[src/rtl/idli_pkg.sv]
// Shared types for the idli front end: opcodes, decoded op layout and decoder states.
// Every other rtl/ file imports this package.
package idli_pkg;

    typedef logic [3:0]  sqi_data_t;
    typedef logic [3:0]  greg_t;
    typedef logic [15:0] insn_t;

    localparam int INSN_NIBBLES = 4;
    localparam int OPC_IMM_BIT  = 3;
    localparam logic [1:0] CTR_LAST = 2'(INSN_NIBBLES - 1);

    // Upper half of the opcode space mirrors the lower half, with an immediate RHS.
    typedef enum logic [3:0] {
        OPC_ADD  = 4'h0, OPC_SUB  = 4'h1, OPC_AND  = 4'h2, OPC_OR   = 4'h3,
        OPC_XOR  = 4'h4, OPC_ANDN = 4'h5, OPC_MOV  = 4'h6, OPC_NOP  = 4'h7,
        OPC_ADDI = 4'h8, OPC_SUBI = 4'h9, OPC_ANDI = 4'hA, OPC_ORI  = 4'hB,
        OPC_XORI = 4'hC, OPC_ANDNI = 4'hD, OPC_MOVI = 4'hE, OPC_NOPI = 4'hF
    } opc_t;

    typedef enum logic [1:0] {
        ALU_OP_ADD = 2'd0,
        ALU_OP_AND = 2'd1,
        ALU_OP_OR  = 2'd2,
        ALU_OP_XOR = 2'd3
    } alu_op_t;

    typedef enum logic {
        LHS_SRC_REG  = 1'b0,
        LHS_SRC_ZERO = 1'b1
    } lhs_src_t;

    typedef enum logic {
        RHS_SRC_REG = 1'b0,
        RHS_SRC_IMM = 1'b1
    } rhs_src_t;

    typedef struct packed {
        alu_op_t  alu_op;
        logic     inv;
        logic     cin;
        lhs_src_t lhs_src;
        rhs_src_t rhs_src;
        greg_t    a;
        logic     a_vld;
        greg_t    b;
        greg_t    c;
    } op_t;

    typedef enum logic [1:0] {
        FETCH = 2'd0,
        ISSUE = 2'd1,
        SKIP  = 2'd2
    } de_state_t;

endpackage

[src/rtl/idli_dec_m.sv]
// Purely combinational instruction decoder: 16b instruction word in, op_t out.
module idli_dec_m
    import idli_pkg::*;
(
    input  logic [15:0] insn,
    output op_t         op
);

    greg_t nib [INSN_NIBBLES];
    opc_t  opc;
    logic  is_imm;

    genvar gi;
    generate
        for (gi = 0; gi < INSN_NIBBLES; gi++) begin : g_nib
            assign nib[gi] = insn[gi*4 +: 4];
        end
    endgenerate

    assign opc    = opc_t'(nib[INSN_NIBBLES-1]);
    assign is_imm = nib[INSN_NIBBLES-1][OPC_IMM_BIT];

    always_comb begin
        op         = '0;
        op.alu_op  = ALU_OP_ADD;
        op.inv     = 1'b0;
        op.cin     = 1'b0;
        op.lhs_src = LHS_SRC_REG;
        op.rhs_src = is_imm ? RHS_SRC_IMM : RHS_SRC_REG;
        op.a       = nib[2];
        op.a_vld   = 1'b1;
        op.b       = nib[1];
        // The c slot is the immediate's position on the bus, not a register.
        op.c       = is_imm ? 4'h0 : nib[0];

        case (opc)
            OPC_SUB,  OPC_SUBI:  begin op.inv = 1'b1; op.cin = 1'b1; end
            OPC_AND,  OPC_ANDI:  op.alu_op = ALU_OP_AND;
            OPC_OR,   OPC_ORI:   op.alu_op = ALU_OP_OR;
            OPC_XOR,  OPC_XORI:  op.alu_op = ALU_OP_XOR;
            OPC_ANDN, OPC_ANDNI: begin op.alu_op = ALU_OP_AND; op.inv = 1'b1; end
            OPC_MOV,  OPC_MOVI:  op.lhs_src = LHS_SRC_ZERO;
            OPC_NOP,  OPC_NOPI:  op.a_vld = 1'b0;
            default: ;
        endcase
    end

endmodule

[src/rtl/idli_de_m.sv]
// Fetch/decode front end: gathers four SQI nibbles, decodes, holds the op until
// accepted, then lets immediate nibbles pass through to the execution unit.
module idli_de_m
    import idli_pkg::*;
(
    input  logic       i_de_gck,
    input  logic       i_de_rst,
    input  logic [3:0] i_de_sqi_data,
    input  logic       i_de_sqi_vld,
    output logic       o_de_sqi_rdy,
    output op_t        o_de_op,
    output logic       o_de_op_vld,
    input  logic       i_de_op_acp
);

    de_state_t   state_reg, state_next;
    logic [1:0]  ctr_reg,   ctr_next;
    logic [15:0] shift_reg, shift_next;
    op_t         op_reg,    op_next;

    logic [15:0] insn_full;
    op_t         dec_op;
    logic        xfer;

    // The word is decoded on the last transfer, so splice in the live nibble.
    assign insn_full = {shift_reg[11:0], i_de_sqi_data};

    idli_dec_m u_dec (
        .insn (insn_full),
        .op   (dec_op)
    );

    always_comb begin
        state_next   = state_reg;
        ctr_next     = ctr_reg;
        shift_next   = shift_reg;
        op_next      = op_reg;
        o_de_sqi_rdy = (state_reg != ISSUE);
        o_de_op_vld  = (state_reg == ISSUE);
        xfer         = i_de_sqi_vld && o_de_sqi_rdy;

        case (state_reg)
            FETCH: begin
                if (xfer) begin
                    shift_next = insn_full;
                    ctr_next   = ctr_reg + 2'd1;
                    if (ctr_reg == CTR_LAST) begin
                        op_next    = dec_op;
                        state_next = ISSUE;
                    end
                end
            end
            ISSUE: begin
                if (i_de_op_acp) begin
                    state_next = (op_reg.rhs_src == RHS_SRC_IMM) ? SKIP : FETCH;
                end
            end
            SKIP: begin
                if (xfer) begin
                    ctr_next = ctr_reg + 2'd1;
                    if (ctr_reg == CTR_LAST) begin
                        state_next = FETCH;
                    end
                end
            end
            default: state_next = FETCH;
        endcase
    end

    always_ff @(posedge i_de_gck) begin
        if (i_de_rst) begin
            state_reg <= FETCH;
            ctr_reg   <= 2'd0;
            shift_reg <= 16'h0000;
        end else begin
            state_reg <= state_next;
            ctr_reg   <= ctr_next;
            shift_reg <= shift_next;
        end
    end

    // Only meaningful while ISSUE is held, so it carries no reset.
    always_ff @(posedge i_de_gck) begin
        op_reg <= op_next;
    end

    assign o_de_op = op_reg;

endmodule

[config.mk]
export PLATFORM = sky130hd
export DESIGN_NAME = idli_de_m
export DESIGN_NICKNAME = d
export VERILOG_FILES = /design/src/rtl/idli_pkg.sv /design/src/rtl/idli_dec_m.sv /design/src/rtl/idli_de_m.sv
export SDC_FILE = /design/constraint.sdc
export NUM_CORES = 1
export LEC_CHECK = 0
export ABC_AREA = 1
export CAP_MARGIN = 15
export CORE_ASPECT_RATIO = 0.9
export CORE_MARGIN = 2
export CORE_UTILIZATION = 51
export CTS_CLUSTER_DIAMETER = 120
export DETAILED_ROUTE_END_ITERATION = 7
export PLACE_DENSITY_LB_ADDON = 0.12
export RECOVER_POWER = 25
export SLEW_MARGIN = 20
export SYNTH_ARGS = -nofsm -noshare
export SYNTH_HDL_FRONTEND = slang
export SYNTH_HIERARCHICAL = 1
export SYNTH_SLANG_ARGS = --single-unit
[constraint.sdc]
create_clock -name i_de_gck -period 1.4 [get_ports i_de_gck]
set_input_delay 0.35 -clock i_de_gck [delete_from_list [all_inputs] [get_ports i_de_gck]]
set_output_delay 0.35 -clock i_de_gck [all_outputs]
set_load 0.01 [all_outputs]
==> impl_metrics.ini, run 1 <==
[route]
ant_nets = 0
via_count = 1087
wl_per_cell_um = 11.00
vias_per_cell = 4.626
drt_iter0_drc = 26
wirelength_um = 2586
firstDrtPassIters = 4
drc = 0

[place]
dpl.cell_count = 226
routabilityCongestion = 0.8005
dpl.hpwl_um = 1927
place.port_buffers = 28
dpl_cell_area_um2 = 1874
place_ws_ps = -164.0

[cts]
cts_buffers = 5
cts_tree = done
clock-sinks = 35
clock_latency_ps = 330
cts_hold_buf = 0
clockBufferDepth = 2
cts-root-buf = clkbuf_4
cts.clk_slew.worst_paths_ps = 90
htreeDepth = 2

[floorplan]
dieWidth_um = 61.81
num_rows = 18
die_area_um2 = 3463
coreArea_um2 = 2815
io_pins = 29
initial_core_util_pct = 54.49
die_h_um = 56.03

[timing]
fin_skew_ps = 16.14
setup_slack_ps = 53.30
fmax_mhz = 742.6
hold_violations = 0
holdWs_ps = 479.2
drv_slew = 0
slew_headroom_pct = 82.10
max_slew.worst_pin.slew_ps = 268.2
period_needed_ps = 1347
finalCritPeriodShare_pct = 96.19
setup_viol = 0

[setup_path]
crit_end = o_de_op[9]
max_stage_delay_ps = 390
rr_worst_depth = 6
cp.required_ps = 1050
cp-end-kind = output port
rrSetupSlack_ps = 180
start_kind = register
worst_path_max_delay_cell = edfxtp_1
path_class = reg2out
crit_cells = 1
critPathTopFamily = flip-flops
reg2reg_to = o_de_op[11]
arrival_ps = 1000
crit_chain = dlygate4sd2_1
reg2reg_from = ctr_reg[0]
critical_path.max_fanout = 1
critical_path_buf_inv_count = 1
setup.worst_path.start = o_de_op[9]

[synth]
synth_edf_count = 19
syn-cell-area_um2 = 1534
ys_warn_count = 6
ys_async_sr_fraction_pct = 0
synthFlopType = edfxtp_1
avgSynthCellArea_um2 = 9.587
synth_top_area_share_pct = 37.19
synth_top_area_cell = edfxtp_1
ys_ff_latch = 35
synth.distinct_cells = 20
synth_most_common_cell = nand2_1
synth_cells = 160
seq_area_frac_synth_pct = 58.08
syn-num-nets = 169
synth_top_cells_by_count = 24 x nand2_1, 22 x inv_1, 21 x nor2_1
yosys-top-cells-area = edfxtp_1 37%, dfxtp_1 21%, nand2_1 5.9%

[layout]
multi_input_area_um2 = 434.2
layout.cells.non_filler = 235
drive_gt1_share_pct = 20.51
largest_reg_flops = 19
final-seq-area_um2 = 892.1
fin_util_pct = 67.78
n_fill_cell = 249
antenna_cells = 0
design_area_um2 = 1908
area_growth_pct = 24.39
fin_nets = 203

[grt]
grt_pass1_vias = 1027
grt_overflow = 0
grt_usage_pct = 17.80
grt_max_degree = 15
grt_pass1_wl_um = 4498
antenna_found_initial = 0

[worst_hold_path]
hp-class = reg2reg

[pwr]
ir_worst_vdd_uv = 670.6
p_leak_uw = 0.0008598
p_per_area_nw_per_um2 = 954.4

[run_status]
status = complete, no violations

[flow_run]
drv_cap = 0
per-stage QoR:
step	power (µW)	setup TNS (ps)
floorplan	1302	0
global placement	1344	-2966
detailed placement	1355	-3364
CTS	1843	0
global route	1908	-0.1966
finish	1821	0
cells in the final DEF, fill, tap and decap left out, types with 2 or more instances in the layout:
cell / count
clkinv_1: 2
nand2_1: 24
inv_1: 22
clkdlybuf4s15_1: 3
buf_2: 2
nor2_4: 2
edfxtp_1: 19
nand3_2: 7
dfxtp_1: 15
a21oi_2: 3
a21oi_1: 12
nor2_1: 21
nand3_1: 10
buf_12: 2
dlygate4sd3_1: 3
clkbuf_4: 5
buf_4: 12
dlygate4sd2_1: 16
clkdlybuf4s50_1: 4
inv_2: 4
how the worst min path moves through the flow:
stage / from / end / cells past startpoint
after floorplan: i_de_rst / state_reg[0] / 1
after global placement: shift_reg[5] / o_de_op[10] / 0
after detailed placement: shift_reg[4] / o_de_op[9] / 0
after CTS: shift_reg[4] / o_de_op[9] / 0
after global routing: shift_reg[4] / o_de_op[9] / 0
final: shift_reg[4] / o_de_op[9] / 0
final cells by class:
cell class | count | area share, %
multi-input combinational | 83 | 22.75
timing repair buffer | 42 | 19.93
tap | 40 | 2.623
inverter | 27 | 5.311
sequential | 35 | 46.75
clock inverter | 2 | 0.4590
clock buffer | 6 | 2.164
what timing repair did:
item                                    4_1_cts  5_1_grt
endpoints found under the setup margin       21        3
buffers inserted                              0        1
gates cloned                                  0        0
resized for setup                            29        3
layer usage:
| layer | vias to the layer above | global-route usage, % | routed length (µm) |
|---|---|---|---|
| li1 | 564 | - | - |
| met1 | 493 | 22.37 | 1133 |
| met2 | 26 | 27.22 | 1290 |
| met3 | 4 | 6.279 | 123 |
| met4 | 0 | 7.599 | 39 |
| met5 | - | 0 | 0 |
report_power, final:
group	switching, µW	internal (µW)	total [µW]	leakage (µW)
Clock	308	189	497	0.0000297
Combinational	91.7	84.6	176	0.000523
Sequential	31.1	1120	1150	0.000307
kinds of logic after synthesis:
group | Yosys count | synth area share (%)
fa+ha+maj | 1 | 0.8155
flops | 35 | 58.08
simple gates | 67 | 21.53
buf+inv | 42 | 13.95
compound gates | 15 | 5.629
No activity file was read; power rests on OpenSTA's default activity.
==> inputs of run 2 (changes only) <==
--- a/config.mk
+++ b/config.mk
@@ -12,10 +12,11 @@
 export CORE_UTILIZATION = 51
 export CTS_CLUSTER_DIAMETER = 120
 export DETAILED_ROUTE_END_ITERATION = 7
-export PLACE_DENSITY_LB_ADDON = 0.12
+export PLACE_DENSITY = 0.78
 export RECOVER_POWER = 25
 export SLEW_MARGIN = 20
 export SYNTH_ARGS = -nofsm -noshare
 export SYNTH_HDL_FRONTEND = slang
 export SYNTH_HIERARCHICAL = 1
 export SYNTH_SLANG_ARGS = --single-unit
+export TNS_END_PERCENT = 20
==> impl_metrics.ini, run 2 (synthesis gave the netlist of run 1 again) <==
[cts]
clockBufferDepth = 2
cts_buffers = 5
cts.clk_slew.worst_paths_ps = 110
cts-root-buf = clkbuf_4
cts_tree = done
htreeDepth = 2
clock_latency_ps = 340
clock-sinks = 35

[grt]
grt_max_degree = 25
grt_pass1_vias = 1026
grt_overflow = 0
antenna_found_initial = 0
grt_pass1_wl_um = 4416
grt_usage_pct = 17.27

[setup_path]
crit_chain = dlygate4sd2_1
path_class = reg2out
cp.required_ps = 1050
rr_worst_depth = 6
critical_path.max_fanout = 1
rrSetupSlack_ps = 120
cp-end-kind = output port
max_stage_delay_ps = 380
critPathTopFamily = flip-flops
critical_path_buf_inv_count = 1
arrival_ps = 1010
start_kind = register
reg2reg_from = state_reg[1]
worst_path_max_delay_cell = edfxtp_1
reg2reg_to = shift_reg[2]

[floorplan]
die_area_um2 = 3463
num_rows = 18
initial_core_util_pct = 54.49
dieWidth_um = 61.81
die_h_um = 56.03
io_pins = 29
coreArea_um2 = 2815

[place]
place_ws_ps = -200.0
dpl.cell_count = 225
dpl.hpwl_um = 1909
place.port_buffers = 28
dpl_cell_area_um2 = 1867
routabilityCongestion = 0.7666

[route]
drt_iter0_drc = 32
ant_nets = 0
wirelength_um = 2631
vias_per_cell = 4.654
wl_per_cell_um = 11.24
firstDrtPassIters = 4
drc = 0
via_count = 1089

[layout]
final_common_cell = nand2_1
drive_gt1_share_pct = 21.65
largest_reg_flops = 19
area_growth_pct = 26.18
design_area_um2 = 1936
mostFrequentLayoutCells = 24 x nand2_1, 22 x inv_1, 21 x nor2_1, 19 x edfxtp_1, 15 x dfxtp_1
layout.cells.non_filler = 234
fin_nets = 202
antenna_cells = 0

[timing]
fmax_mhz = 735.1
fin_skew_ps = 9.497
hold_violations = 0
holdWs_ps = 481.5
rsz0062_at_grt = true
finalCritPeriodShare_pct = 97.17
slew_headroom_pct = 81.53
max_slew.worst_pin.slew_ps = 277.1
drv_slew = 0
setup_viol = 0
period_needed_ps = 1360
setup_slack_ps = 39.60

[pwr]
pwr-share-seq_pct = 55.3
p_per_area_nw_per_um2 = 1073
comb_power_share_pct = 8.5
ir_worst_vdd_uv = 814.1
p_leak_uw = 0.0008720
clockPowerShare_pct = 36.2
p_int_uw = 1623
power_switching_uw = 453.8
power_uw = 2077
switching_share_pct = 21.85

[worst_hold_path]
whs_path_depth = 0
hold_start = shift_reg[4]
min_to = o_de_op[9]
hp-class = reg2reg

[flow_run]
drv_cap = 0

[run_status]
status = complete, no violations
-- run 2: cell types whose count changed in the layout (fill, tap and decap cells not counted), moves of 2 or more --
| cell | previous run | this run |
|---|---|---|
| dlygate4sd2_1 | 16 | 13 |
| clkdlybuf4s50_1 | 4 | 7 |
| dlygate4sd3_1 | 3 | 0 |
| clkdlybuf4s15_1 | 3 | 5 |
-- run 2: routing by layer --
layer	vias up	global-route usage, %	wire, µm
met5	-	0	0
met4	0	4.559	10
met3	2	6.977	117
met2	21	29.32	1372
met1	503	19.61	1131
li1	563	-	-
-- run 2: worst max path at each step --
stage | start | to | slack [ps] | cells past startpoint
global placement | i_de_sqi_vld | o_de_op[12] | -180 | 6
floorplan | state_reg[1] | o_de_op[0] | 80 | 4
detailed placement | i_de_sqi_vld | o_de_op[4] | -200 | 6
finish | o_de_op[0] | o_de_op[0] | 40 | 1
global route | state_reg[0] | o_de_sqi_rdy | -8 | 4
CTS | o_de_op[0] | o_de_op[0] | 20 | 1
-- run 2: per-stage QoR --
step | util (%) | TNS (ps)
floorplan | - | 0
global placement | 66.31 | -3733
detailed placement | 66.31 | -4435
CTS | 68.71 | 0
global route | 68.76 | -8.193
finish | 68.76 | 0
-- run 2: final cells by class --
| type | instances | area [µm²] |
|---|---|---|
| flip-flops and latches | 35 | 892.1 |
| fillers | 222 | 879.6 |
| multi-input cells | 83 | 434.2 |
| repair buffers | 41 | 371.6 |
| inverters | 27 | 101.3 |
| clock buffers | 6 | 51.30 |
| well taps | 40 | 50.05 |
| clock inverters | 2 | 35.03 |
-- run 2: power groups by stage --
| stage | logic, µW | clock network, µW | registers [µW] |
|---|---|---|---|
| floorplan | 136 | 0 | 1170 |
| global placement | 170 | 0 | 1170 |
| detailed placement | 180 | 0 | 1170 |
| CTS | 178 | 758 | 1150 |
| global route | 200 | 808 | 1150 |
| finish | 176 | 752 | 1150 |
-- run 2: timing repair --
item / in CTS / in global routing
setup buffers: 1 / 0
setup endpoints to repair: 21 / 7
resized for setup: 30 / 6
cloned: 0 / 0
hold buffers: 0 / 0
==> inputs of run 3 (changes only) <==
--- a/config.mk
+++ b/config.mk
@@ -7,7 +7,6 @@
 export LEC_CHECK = 0
 export ABC_AREA = 1
 export CAP_MARGIN = 15
-export CORE_ASPECT_RATIO = 0.9
 export CORE_MARGIN = 2
 export CORE_UTILIZATION = 51
 export CTS_CLUSTER_DIAMETER = 120
==> impl_metrics.ini, run 3 (synthesis gave the netlist of run 1 again) <==
[pwr]
clockPowerShare_pct = 27.2
p_int_uw = 1408
power_uw = 1837
p_per_area_nw_per_um2 = 954.8
power_switching_uw = 429.2
comb_power_share_pct = 10.4
switching_share_pct = 23.36
p_leak_uw = 0.0008731
ir_worst_vdd_uv = 743.4
pwr-share-seq_pct = 62.4

[floorplan]
die_h_um = 58.85
coreArea_um2 = 2805
initial_core_util_pct = 54.68
dieWidth_um = 58.85
io_pins = 29
num_rows = 19
die_area_um2 = 3463

[grt]
antenna_found_initial = 0
grt_overflow = 0
grt_usage_pct = 17.71
grt_pass1_vias = 1064
grt_pass1_wl_um = 4478
grt_max_degree = 25

[timing]
fin_skew_ps = 2.853
finalCritPeriodShare_pct = 96.07
fmax_mhz = 743.5
period_needed_ps = 1345
max_slew.worst_pin.slew_ps = 262.4
setup_viol = 0
setup_slack_ps = 55.08
hold_violations = 0
slew_headroom_pct = 82.48
drv_slew = 0
rsz0062_at_grt = false
tns_ps = 0
holdWs_ps = 477.3

[cts]
cts_tree = done
clockBufferDepth = 2
clock-sinks = 35
cts-root-buf = clkbuf_4
cts.clk_slew.worst_paths_ps = 100
clock_latency_ps = 320
cts_hold_buf = 0
cts_buffers = 5
htreeDepth = 2

[flow_run]
drv_cap = 0

[worst_hold_path]
hp-class = reg2reg

[setup_path]
crit_chain = dlygate4sd2_1
start_kind = register
cp-end-kind = output port
critical_path.max_fanout = 1
arrival_ps = 990
critical_path_buf_inv_count = 1
cp.required_ps = 1050
max_stage_delay_ps = 380
critPathTopFamily = flip-flops
path_class = reg2out
worst_path_max_delay_cell = edfxtp_1

[route]
firstDrtPassIters = 6
ant_nets = 0
via_count = 1086
wirelength_um = 2636
vias_per_cell = 4.827
wl_per_cell_um = 11.72
drc = 1
drt_iter0_drc = 26

[run_status]
violations = design-rule violations
status = finished with violations

[place]
place.port_buffers = 28
dpl.hpwl_um = 1930
routabilityCongestion = 0.7615
dpl_cell_area_um2 = 1901
place_ws_ps = -160.8

[layout]
drive_gt1_share_pct = 20.10
design_area_um2 = 1924
final_common_cell = nand2_1
mostFrequentLayoutCells = 24 x nand2_1, 22 x inv_1, 21 x nor2_1, 19 x edfxtp_1, 18 x dlygate4sd2_1
antenna_cells = 0
largest_reg_flops = 19
fin_nets = 202
area_growth_pct = 25.45
n_fill_cell = 234
==> run 3: stage by stage <==
| step | utilization, % | std cells |
|---|---|---|
| floorplan | - | 160 |
| global placement | 67.75 | 217 |
| detailed placement | 67.75 | 217 |
| CTS | 68.55 | 225 |
| global route | 68.60 | 225 |
| finish | 68.60 | 225 |
==> run 3: area by class of cell <==
class	count	area (µm²)	area share, %
Timing Repair Buffer	41	407.9	21.20
Clock buffer	7	45.04	2.341
Tap cell	31	38.79	2.016
Multi-Input combinational cell	83	434.2	22.56
Clock inverter	1	5.005	0.2601
Sequential cell	35	892.1	46.36
Inverter	27	101.3	5.267
==> run 3: power by group through the flow <==
| stage | sequential [µW] | clock, µW | combinational (µW) |
|---|---|---|---|
| 2_1_floorplan | 1170 | 0 | 136 |
| 3_3_place_gp | 1170 | 0 | 187 |
| 3_5_place_dp | 1170 | 0 | 197 |
| 4_1_cts | 1150 | 515 | 194 |
| 5_1_grt | 1150 | 560 | 215 |
| 6_report | 1150 | 500 | 191 |
==> run 3: per-layer routing <==
layer | global-route usage (%) | share of wire (%)
met5 | 0 | 0
met4 | 8.766 | 1.5
met3 | 4.615 | 4.4
met2 | 33.02 | 55
met1 | 17.97 | 39
==> run 3: what timing repair did <==
item | in CTS | in global routing
setup endpoints to repair | 21 | 1
gates resized for setup | 29 | 1
buffers inserted | 0 | 0
==> run 3: path summary, 6_finish.rpt <==
kind,slack [ps],to,from,cells past startpoint
setup reg to reg,170,o_de_op[6],state_reg[1],5
setup / recovery,60,o_de_op[10],o_de_op[10],1
hold / removal,480,o_de_op[6],shift_reg[2],0
hold reg to reg,480,o_de_op[6],shift_reg[2],0
==> variant 1 (settings of run 2) <==
`shift_reg` no longer has a reset.
--- a/src/rtl/idli_de_m.sv
+++ b/src/rtl/idli_de_m.sv
@@ -73,3 +73,2 @@
             ctr_reg   <= 2'd0;
-            shift_reg <= 16'h0000;
         end else begin
@@ -77,4 +76,7 @@
             ctr_reg   <= ctr_next;
-            shift_reg <= shift_next;
         end
+    end
+
+    always_ff @(posedge i_de_gck) begin
+        shift_reg <= shift_next;
     end
Function: same outputs for any inputs over 10 cycles, from zero or initial values and one cycle with i_de_rst high; that may be too few to reach the edited logic, so the function may still have changed.
==> variant 1 against run 2 <==
- synthesized area is 15% lower
- non-clock buffer count is 7 lower
- design area is 12% lower
- worst setup slack improved by 0.0078 ns
- critical endpoint is now o_de_op[5]
- count of clock-buffer cells in the layout stayed put
- final cell count down 33%
- critical path type unchanged
- routed wire length fell by 17%
- register-to-register slack is essentially flat
- synthesized cell count down 41%
- sequential cell count is the same
- largest cell class unchanged
Power is not compared: it rests on default switching activity, and its combinational part moved more than twofold at a synthesized area within 25%.
==> variant 1: results (changes against run 2) <==
outcome completed; type of the worst min-delay path in -> reg; most used standard cells in the synthesized netlist 31 x edfxtp_1, 13 x inv_1, 12 x nand2_1; filler cell count in the final layout 161 (-27%); number of sequential cells 35 (unchanged); count of cell types in the netlist 15 (-25%); critical path capture point o_de_op[5]; average detailed-routed wire length per instance 14.03 um (+25%); multi-input combinational area share 10.12% (-12 points); all-layer global routing usage 16.40% (-0.87 points); pin count of the biggest net entering global routing 20 (-20%); area fraction in compound gates after synthesis 1.435% (-4.2 points); Cell Area, Placed 1598 um2 (-14%); critical path startpoint o_de_op[5]; worst setup slack after placement -0.2488 ns (-0.04880 ns); final net count 136 (-33%); number of multi-input combinational cells 36 (-57%); Clock Skew 0.007631 ns (-0.001866 ns); synth top area cells edfxtp_1 71%, dfxtp_1 6.1%, buf_4 5.2%; Resized Gates After CTS 28 (-6.7%); non-clock buffer count in the final layout 34 (-17%); Routability Congestion 0.7851 (+2.4%); dpl hpwl 1499 um (-21%); sequential element share of the synthesized area 77.32% (+19 points); endpoint of the worst-slack reg-to-reg timing path o_de_op[12]; cell class contributing the biggest share of worst-path delay flip-flops; transition at the pin with the smallest max-transition slack 0.2312 ns (-0.04584 ns); number of cells traversed by the worst hold path 4 (+4); time the worst path needs with I/O delays and setup 1.353 ns (-0.007820 ns); critical register-to-register path startpoint ctr_reg[0]; cell total after placement 146 (-35%); final routed wirelength across all metal layers 2189 um (-17%); ClkCell Share 5.938% (+1.5 points); Synthesized Nets 104 (-38%); Non-Filler Cell Area, Final 1707 um2 (-12%); hold path start i_de_sqi_vld; wire length of the first global-routing pass 3374 um (-24%); vias post-DR 753 (-31%); NonClk Buf Share 19.28% (+0.083 points); invs w/o clock 15 (-44%); fraction of layout instances using a drive strength above 1 17.19% (-4.5 points); via count of the first global-routing pass 706 (-31%); number of enable-type register cells in the synthesized netlist 31 (+12)
## variant 1: cell types whose count changed after synthesis, sizes merged, moves of 11 or more
cell | run 2 | this run
nor2 | 23 | 12
a21oi | 15 | 3
nand3 | 17 | 5
dfxtp | 16 | 4
nand2 | 25 | 13
edfxtp | 19 | 31
inv | 26 | 15
## variant 1: metal layers
layer	track usage [%]	routed length, um	vias to the layer above
li1	-	-	374
met1	17.91	872	351
met4	9.302	41	0
met5	0	0	-
met2	27.84	1173	23
met3	5.721	102	5
## variant 1: metrics by stage
step / hold WS, ns / total power, uW / utilization, %
final: 0.4304 / 2154 / 69.77
after detailed placement: 0.4315 / 1304 / 65.32
after CTS: 0.4549 / 2176 / 68.44
after floorplan: 0.4124 / 1267 / -
after global routing: 0.4639 / 2222 / 69.77
after global placement: 0.4247 / 1295 / 65.32
## variant 1: power by group
part           switching [uW]  internal, uW  total, uW
logic                    46.6          39.7       86.3
clock network             319           557        876
registers                20.9          1170       1190
total                     386          1770       2150
==> variant 2 (flow settings as in run 2) <==
Made on the original files. Make the reset (`i_de_rst`) asynchronous in one clocked block.
--- a/src/rtl/idli_de_m.sv
+++ b/src/rtl/idli_de_m.sv
@@ -69,3 +69,3 @@
 
-    always_ff @(posedge i_de_gck) begin
+    always_ff @(posedge i_de_gck or posedge i_de_rst) begin
         if (i_de_rst) begin
Function: differs if i_de_rst is asserted again (counterexample within 10 cycles, from zero or initial values and one cycle with i_de_rst high); with i_de_rst held inactive, the same outputs for 10 cycles.
==> variant 2 against run 2 <==
- routed wire length down 8.3%
- largest cell class unchanged
- worst setup slack worse by 0.032 ns
- sequential cell count unchanged
- synthesized area shrank 6.4%
- maximum frequency down 2.3%
- hold slack gained 0.0065 ns
- critical path type is now reg -> reg
- design area down 8.2%
- non-clock buffer count decreased by 4
Power is not compared: it rests on default switching activity, and its combinational part moved more than twofold at a synthesized area within 25%.
==> variant 2: results (changes against run 2) <==
Clock Skew 0.009764 ns (+0.0002668 ns); number of diodes 0 (unchanged); number of cells traversed by the worst hold path 0 (unchanged); R2R setup slack 0.008 ns (-0.11 ns); count of cell types in the netlist 15 (-25%); Peak supply drop 1003 uV; clock tree buffer depth 2 (unchanged); H-Tree Depth 2 (unchanged); register clock-pin slew on the reported worst setup and hold paths 0.11 ns (about the same); number of enable-type register cells in the synthesized netlist 19 (unchanged); number of DRC markers after the initial detailed-route iteration 29 (-9.4%); outcome completed; cell total after placement 184 (-18%); normalized max-slew margin 44.00% (-38 points); pin count of the biggest net entering global routing 17 (-32%); dpl hpwl 1718 um (-10%); Clock Root Buffer clkbuf_4; flip-flop count of the largest register, all copies and words added 19 (unchanged); wire length of the first global-routing pass 4043 um (-8.4%); Synthesized Nets 139 (-18%); count of yosys warnings during synthesis 6 (unchanged); TritonRoute pass-1 iters 4 (unchanged); number of I/O port buffers 28 (unchanged); depth of the worst register-to-register path 6 (unchanged); async set-or-reset flop fraction in the synthesized netlist 45.71% (+46 points); Top FF cell, synth edfxtp_1; post-detailed-route via-to-cell ratio 4.959 (+6.5%); filler cell count in the final layout 219 (-1.4%); final routed wirelength across all metal layers 2412 um (-8.3%); via count of the first global-routing pass 938 (-8.6%); data arrival time of the worst path 1.43 ns (+0.42 ns); Cell Area, Placed 1740 um2 (-6.8%); clock insertion delay at the later pin of the skew report 0.32 ns (-0.02 ns); initial antenna violation count 0 (unchanged); type of the worst min-delay path reg -> reg; synth top area cells edfxtp_1 40%, dfrtp_1 28%, nand2_1 9.9%; final net count 171 (-15%); most used standard cells in the synthesized netlist 38 x nand2_1, 19 x edfxtp_1, 17 x nand3_1; CTS buffer count 5 (unchanged); Routability Congestion 0.7353 (-4.1%); fraction of layout instances using a drive strength above 1 15.34% (-6.3 points); largest fanout on the critical path 9 (+8); Fin. Hold Viols 0 (unchanged); Leakage Power 0.0008409 uW; sequential element share of the synthesized area 67.65% (+9.6 points); vias post-DR 957 (-12%); all-layer global routing usage 17.48% (+0.20 points); per-instance average area after synthesis 11.04 um2 (+15%)
==> variant 2: metrics by stage <==
| step | power, uW | hold WS [ns] | utilization, % | worst slack, ns |
|---|---|---|---|---|
| 2_1_floorplan | 2504 | 0.2637 | - | 0.02482 |
| 3_3_place_gp | 2754 | 0.4595 | 64.40 | -0.1757 |
| 3_5_place_dp | 2829 | 0.4640 | 64.40 | -0.2026 |
| 4_1_cts | 3279 | 0.3193 | 65.46 | 0.01473 |
| 5_1_grt | 3522 | 0.5044 | 65.74 | -0.05267 |
| 6_report | 3279 | 0.4880 | 65.74 | 0.007782 |
==> variant 2: cell type report <==
| class | instances | area share, % |
|---|---|---|
| Inverter | 15 | 3.380 |
| Multi-Input combinational cell | 68 | 17.54 |
| Sequential cell | 35 | 54.65 |
| Timing Repair Buffer | 37 | 19.37 |
| Tap cell | 30 | 2.113 |
| Clock buffer | 5 | 2.113 |
| Clock inverter | 3 | 0.8451 |
==> variant 2: path summary, 6_finish.rpt <==
check	startpoint	end
setup / recovery	state_reg[1]	o_de_op[11]
hold / removal	shift_reg[7]	o_de_op[12]
setup reg to reg	state_reg[1]	o_de_op[11]
hold reg to reg	shift_reg[7]	o_de_op[12]
max in group asynchronous	i_de_rst	shift_reg[10]
min in group asynchronous	i_de_rst	shift_reg[9]
==> variant 2: worst max-delay path, cell delays in order (launching register included) <==
cell and delay [ns]:
dfrtp_1 0.39, buf_4 0.13, buf_4 0.13, nor2_4 0.12
nand2_2 0.08, clkinvlp_4 0.11, buf_12 0.13
==> variant 2: logic make-up (layout without fill, tap and decap cells) <==
logic type / Yosys count / count (layout) / share of synthesized area (%)
adders and majority gates: 1 / 1 / 0.8717
AOI/OAI and AO/OA: 2 / 2 / 0.6975
buffers and inverters: 27 / 60 / 10.98
DFF: 35 / 35 / 67.65
and+or+nand+nor: 65 / 65 / 19.79
==> variant 2: per-layer routing <==
layer / routed length, um / up-vias / global-route usage (%) / share of wire [%]
met5: 0 / - / 0 / 0
met4: 23 / 0 / 7.778 / 0.95
met3: 99 / 4 / 4.492 / 4.1
met2: 1190 / 25 / 29.53 / 49
met1: 1098 / 459 / 21.33 / 46
li1: - / 469 / - / -
==> variant 2: repair_timing <==
action / in CTS / in global routing
cloned: 0 / 0
resized for setup: 28 / 6
hold endpoints to repair: 0 / 0
setup endpoints to repair: 21 / 37
buffers inserted: 1 / 0
==> variant 2: report_power, final <==
group | total, uW | leakage, uW | switching (uW) | internal (uW)
registers | 1690 | 0.000375 | 223 | 1470
logic | 1090 | 0.000431 | 612 | 482
clock network | 497 | 0.0000347 | 310 | 187
